**config.mk**
```make
export PLATFORM = sky130hd
export DESIGN_NAME = tdcv2_hit_buffer
export DESIGN_NICKNAME = d
export VERILOG_FILES = /design/src/rtl/tdcv2_pkg.sv /design/src/rtl/tdcv2_sync_fifo.sv /design/src/rtl/tdcv2_hit_buffer.sv
export SDC_FILE = /design/constraint.sdc
export NUM_CORES = 2
export LEC_CHECK = 0
export ABC_CLOCK_PERIOD_IN_PS = 13900
export CAP_MARGIN = 20
export CORE_UTILIZATION = 35
export CTS_CLUSTER_DIAMETER = 200
export DETAILED_ROUTE_END_ITERATION = 8
export SYNTH_ARGS = -nofsm -noshare
export SYNTH_HDL_FRONTEND = slang
export SYNTH_SLANG_ARGS = --single-unit
```
**constraint.sdc**
```tcl
create_clock -name clk -period 13.9 [get_ports clk]
set_clock_uncertainty 0.15 [all_clocks]
set_input_delay 1.39 -clock clk [delete_from_list [all_inputs] [get_ports clk]]
set_output_delay 1.39 -clock clk [all_outputs]
set_load 0.005 [all_outputs]
```
**src/rtl/tdcv2_pkg.sv**
```systemverilog
// tdcv2_pkg
//   Shared constants for the TDCV2 channel-word datapath: the error-fill tag
//   and the bit positions of the fields inside a 32b channel hit word
//   {chnum[31:27], mode[26:25], leading[24:8], width[7:0]}.
package tdcv2_pkg;

    localparam logic [7:0] ERROR_WORD_FILL = 8'hE8;

    // Error words carry the fill tag in the top byte.
    localparam int ERRTAG_MSB  = 31;
    localparam int ERRTAG_LSB  = 24;

    localparam int CHNUM_MSB   = 31;
    localparam int CHNUM_LSB   = 27;
    localparam int MODE_MSB    = 26;
    localparam int MODE_LSB    = 25;
    localparam int LEADING_MSB = 24;
    localparam int LEADING_LSB = 8;
    localparam int WIDTH_MSB   = 7;
    localparam int WIDTH_LSB   = 0;

    function automatic logic is_error_word(input logic [31:0] w);
        return w[ERRTAG_MSB:ERRTAG_LSB] == ERROR_WORD_FILL;
    endfunction

endpackage

```
**src/rtl/tdcv2_sync_fifo.sv**
```systemverilog
// tdcv2_sync_fifo
//   Single-clock RAM FIFO, 2**DEPTH_LOG2 entries, with an occupancy output.
//   The head entry is presented combinationally; the consumer registers it
//   when it pops, so the read is registered one level up.
// Ports
//   clk, rst    clock, synchronous active-high reset (pointers/level only)
//   push, data  write request; ignored when full
//   pop         read request; ignored when empty
//   head        entry at the read pointer
//   level       number of stored entries (0 .. 2**DEPTH_LOG2)
//   full, empty occupancy flags
module tdcv2_sync_fifo #(
    parameter int DEPTH_LOG2 = 6,
    parameter int DATA_W     = 32
) (
    input  logic                  clk,
    input  logic                  rst,
    input  logic                  push,
    input  logic [DATA_W-1:0]     data,
    input  logic                  pop,
    output logic [DATA_W-1:0]     head,
    output logic [DEPTH_LOG2:0]   level,
    output logic                  full,
    output logic                  empty
);
    localparam int DEPTH = 1 << DEPTH_LOG2;

    logic [DATA_W-1:0]     mem [DEPTH];
    logic [DEPTH_LOG2-1:0] wr_ptr;
    logic [DEPTH_LOG2-1:0] rd_ptr;
    logic                  do_push;
    logic                  do_pop;

    // level never exceeds DEPTH, so its MSB alone marks "full".
    assign full    = level[DEPTH_LOG2];
    assign empty   = (level == '0);
    assign do_push = push & ~full;
    assign do_pop  = pop & ~empty;
    assign head    = mem[rd_ptr];

    always_ff @(posedge clk) begin
        if (do_push) mem[wr_ptr] <= data;
    end

    // Pointers wrap naturally at 2**DEPTH_LOG2.
    always_ff @(posedge clk) begin
        if (rst) begin
            wr_ptr <= '0;
            rd_ptr <= '0;
            level  <= '0;
        end else begin
            if (do_push) wr_ptr <= wr_ptr + DEPTH_LOG2'(1);
            if (do_pop)  rd_ptr <= rd_ptr + DEPTH_LOG2'(1);
            level <= level + {{DEPTH_LOG2{1'b0}}, do_push} - {{DEPTH_LOG2{1'b0}}, do_pop};
        end
    end

endmodule

```
**src/rtl/tdcv2_hit_buffer.sv**
```systemverilog
// tdcv2_hit_buffer
//   Takes channel words from the TDCV2 channel aligner, classifies them as
//   hit or error-fill words, drops hits from masked channels, buffers the
//   rest in a FIFO and hands them to the event builder over valid/ready.
//   Saturating hit/error/drop counters are kept for slow control.
// Ports
//   clk, rst          clock, synchronous active-high reset
//   enable            accept input words when 1; output keeps draining when 0
//   chnl_data_valid   input strobe (no backpressure upstream)
//   chnl_data_32b     channel word
//   chnl_mask         per-channel hit mask (1 = drop); error words unaffected
//   clear_cnt         zero all counters and overflow_sticky
//   out_valid/ready   output handshake
//   out_data          buffered word, unmodified
//   out_is_error      out_data is an error-fill word
//   fifo_level        FIFO occupancy, output register excluded
//   overflow_sticky   a word was lost to a full FIFO since last clear
//   hit_cnt/err_cnt   words written to the FIFO, by class
//   drop_cnt          words lost to a full FIFO
module tdcv2_hit_buffer
    import tdcv2_pkg::*;
#(
    parameter int DEPTH_LOG2 = 6,
    parameter int CNT_W      = 32
) (
    input  logic                  clk,
    input  logic                  rst,
    input  logic                  enable,
    input  logic                  chnl_data_valid,
    input  logic [31:0]           chnl_data_32b,
    input  logic [31:0]           chnl_mask,
    input  logic                  clear_cnt,
    output logic                  out_valid,
    input  logic                  out_ready,
    output logic [31:0]           out_data,
    output logic                  out_is_error,
    output logic [DEPTH_LOG2:0]   fifo_level,
    output logic                  overflow_sticky,
    output logic [CNT_W-1:0]      hit_cnt,
    output logic [CNT_W-1:0]      err_cnt,
    output logic [CNT_W-1:0]      drop_cnt
);
    logic        word_is_err;
    logic [4:0]  chnum;
    logic        masked;
    logic        accept;
    logic        push;
    logic        drop;
    logic        load;
    logic        fifo_full;
    logic        fifo_empty;
    logic [31:0] fifo_head;

    function automatic logic [CNT_W-1:0] sat_inc(input logic [CNT_W-1:0] v);
        return (&v) ? v : v + CNT_W'(1);
    endfunction

    assign word_is_err = is_error_word(chnl_data_32b);
    assign chnum       = chnl_data_32b[CHNUM_MSB:CHNUM_LSB];
    assign masked      = ~word_is_err & chnl_mask[chnum];
    assign accept      = chnl_data_valid & enable & ~masked;
    // Fullness is judged before any same-cycle pop, so a word arriving
    // while full is lost even if the output side is draining.
    assign push        = accept & ~fifo_full;
    assign drop        = accept & fifo_full;
    assign load        = ~fifo_empty & (~out_valid | out_ready);

    tdcv2_sync_fifo #(
        .DEPTH_LOG2 (DEPTH_LOG2),
        .DATA_W     (32)
    ) u_fifo (
        .clk   (clk),
        .rst   (rst),
        .push  (push),
        .data  (chnl_data_32b),
        .pop   (load),
        .head  (fifo_head),
        .level (fifo_level),
        .full  (fifo_full),
        .empty (fifo_empty)
    );

    // Output register: refills from the FIFO head whenever it is free or
    // being consumed; holds its contents while stalled.
    always_ff @(posedge clk) begin
        if (rst) begin
            out_valid    <= 1'b0;
            out_data     <= '0;
            out_is_error <= 1'b0;
        end else if (load) begin
            out_valid    <= 1'b1;
            out_data     <= fifo_head;
            out_is_error <= is_error_word(fifo_head);
        end else if (out_ready) begin
            out_valid    <= 1'b0;
        end
    end

    // Statistics: clear_cnt takes priority over a coincident event.
    always_ff @(posedge clk) begin
        if (rst || clear_cnt) begin
            hit_cnt         <= '0;
            err_cnt         <= '0;
            drop_cnt        <= '0;
            overflow_sticky <= 1'b0;
        end else begin
            if (push && !word_is_err) hit_cnt  <= sat_inc(hit_cnt);
            if (push &&  word_is_err) err_cnt  <= sat_inc(err_cnt);
            if (drop) begin
                drop_cnt        <= sat_inc(drop_cnt);
                overflow_sticky <= 1'b1;
            end
        end
    end

endmodule

```
==> run_results.csv <==
group,metric,value,unit
run_status,status,"completed",
placement,post-place-ws,6.722,ns
clock_network,ctsResizeCount,0,
clock_network,ctsRootBufferMaster,"clkbuf_16",
power_and_ir_drop,p_leak,29.67,nW
sta,tns,0,ns
global_route,grt_usage,18.68,%
critical_path,path_max_fanout,72,
clock_network,clock_path_buffers,3,
yosys,ys_seq_area_share,75.90,%
yosys,syn_nets,4073,
sta,relSlewSlack,23.90,%
clock_network,htreeDepth,4,
route,first_iter_violations,5234,
route,drc,0,
clock_network,clk_latency,0.84,ns
global_route,grt_pass1_vias,41340,
route,final_antenna_net_count,0,
layout,syn2layout_area_growth,16.80,%
die,row_count,180,
die,die_y,495.2,um
global_route,grt_max_degree,136,
sta,whs,0.3048,ns
yosys,synth-edff-count,2048,
critical_path,worstSetupStartpointType,"primary input",
yosys,netlist_area,85140,um^2
critical_path,critPathRequiredTime,14.20,ns
route,viasPerCell,5.538,
die,start_util,35.30,%
die,die_w,495.2,um
power_and_ir_drop,power,0.01749,W
global_route,grt_overflow_total,0,
yosys,ys_seq_elements,2204,
clock_network,cts_buffers,221,
critical_path,max_stage_delay,0.83,ns
placement,gp_congestion,0.8744,
clock_network,path_clk_slew,0.06,ns
critical_path,cp_data_arrival_time,6.58,ns
yosys,avgSynthCellArea,21.35,um^2
sta,finalSetupViolations,0,
layout,layout_commonest_cell,"edfxtp_1",
sta,rsz0062_at_grt,"no",
sta,fin_ws,7.618,ns
power_and_ir_drop,powerDensity,175.9,nW/um^2
placement,portBuffers,207,
route,post_drt_wl_per_cell,29.91,um
sta,tightest_slew,1.139,ns
critical_path,crit_type,"in -> reg",
clock_network,hold_buffers,0,
min_path,hold_class,"reg -> reg",
die,die_area,245200,um^2
yosys,synth-main-ff-cell,"edfxtp_1",
die,io_pins,208,
yosys,ys_types,72,
critical_path,crit_slowest_cell,"nor2_4",
global_route,antenna_found_initial,17,
yosys,synthCells,3988,
clock_network,cts_tree,"built",
sta,min_period,6.282,ns
placement,dp_hpwl,143100,um
job,cap_violations,0,
yosys,async_flop_share,0,%
layout,final_nets,4405,
sta,report.final.slew_viol_count,0,
sta,hold_viol,0,
power_and_ir_drop,irDropWorstVdd,0.0001826,V
route,dr.pass1.iters,7,
critical_path,worstPathCellList,"buf_2 -> buf_4 -> mux4_2 -> mux4_2 -> mux2_2 -> a21oi_2 -> nand4b_1 -> buf_4 -> nor2_4",
sta,finalCritPeriodShare,45.20,%
layout,final_cell_mix,"2048 x edfxtp_1, 623 x mux4_2, 227 x clkbuf_16, 174 x clkdlybuf4s50_1, 162 x nand2_1",
clock_network,post-cts-setup-buffers,0,
critical_path,end_kind,"flop",
clock_network,clock_sink_count,2204,
sta,max_freq,0.1592,GHz
route,wl,230400,um
die,coreArea,241200,um^2
route,vias,42660,
yosys,synth_warnings,0,
layout,drive_above_1_share,26.06,%
global_route,grt_pass1_wl,324000,um
## cell families (layout without fill, tap and decap cells)
| group | count (synthesis) | count (layout) | synth area share, % |
|---|---|---|---|
| DFF | 2204 | 2204 | 75.90 |
| muxes | 687 | 687 | 17.25 |
| and+or+nand+nor | 577 | 577 | 3.249 |
| buffers and inverters | 236 | 750 | 1.126 |
| AOI/OAI and AO/OA | 194 | 194 | 1.475 |
| xor gates and xnor gates | 75 | 75 | 0.7715 |
| adders and majority gates | 15 | 15 | 0.2293 |
| other | 0 | 16 | 0 |
## flip-flops by register name, summed over array words and instances, names as in the netlist, named ones only
signal,cells
u_fifo.mem,2048
u_fifo.level,7
out_data,32
err_cnt,32
u_fifo.rd_ptr,6
out_is_error,1
u_fifo.wr_ptr,6
drop_cnt,32
hit_cnt,32
out_valid,1
overflow_sticky,1
## synth_stat cells, types with 26 or more instances
cell,instances,share of area [%]
clkbuf_1,111,0.49
xnor2_1,49,0.50
a21oi_1,75,0.44
inv_1,30,0.13
xor2_1,26,0.27
dfxtp_1,156,3.7
nand2_1,162,0.71
nor3_1,30,0.18
nand4_1,28,0.21
nor2_1,177,0.78
mux4_2,623,16
buf_2,28,0.16
edfxtp_1,2048,72
o21ai_0,31,0.18
nand3_1,43,0.25
mux2i_1,52,0.61
buf_1,55,0.24
## worst max-delay path: cells and delay by family
family / cells / cell delay, ns
and+or+nand+nor: 2 / 1.65
AOI/OAI and AO/OA: 1 / 0.64
muxes: 3 / 1.44
buffers and inverters: 3 / 1.34
## stage by stage
step,util (%),instance area (um^2),instances
6_report,41.23,99450,7703
3_5_place_dp,38.04,91760,7257
2_1_floorplan,-,85140,3988
3_3_place_gp,37.82,91220,7232
5_1_grt,41.22,99420,7691
4_1_cts,41.00,98900,7662
## cell type report
cell class,instances,area (um^2)
clock inverter,121,1189
clock buffer,284,5944
fill,20760,141800
antenna,16,40.04
multi-input combinational,1548,20050
inverter,32,120.1
tap,3185,3985
timing repair buffer,313,3478
sequential,2204,64640
## power breakdown
part	total [W]	internal (W)	leakage, nW	switching [W]
logic	0.00417	0.00180	6.53	0.00237
clock network	0.00589	0.00337	3.47	0.00253
registers	0.00743	0.00731	19.7	0.000123
## routing by layer
| metal | part of all wire [%] | GRT usage [%] |
|---|---|---|
| met5 | 0.12 | 0 |
| met4 | 2.3 | 4.929 |
| met3 | 9.1 | 4.077 |
| met2 | 47 | 28.70 |
| met1 | 42 | 26.86 |
## path summary, 6_finish.rpt
check                    start                  to  slack [ns]  depth (start not counted)
min               out_data[27]        out_data[27]        0.30                          2
max          chnl_data_32b[27]  u_fifo.mem[61][10]        7.62                          9
max reg2reg               flop        out_is_error        7.96                         10
min reg2reg       out_data[27]        out_data[27]        0.30                          2
(Power assumes the default switching activity.)
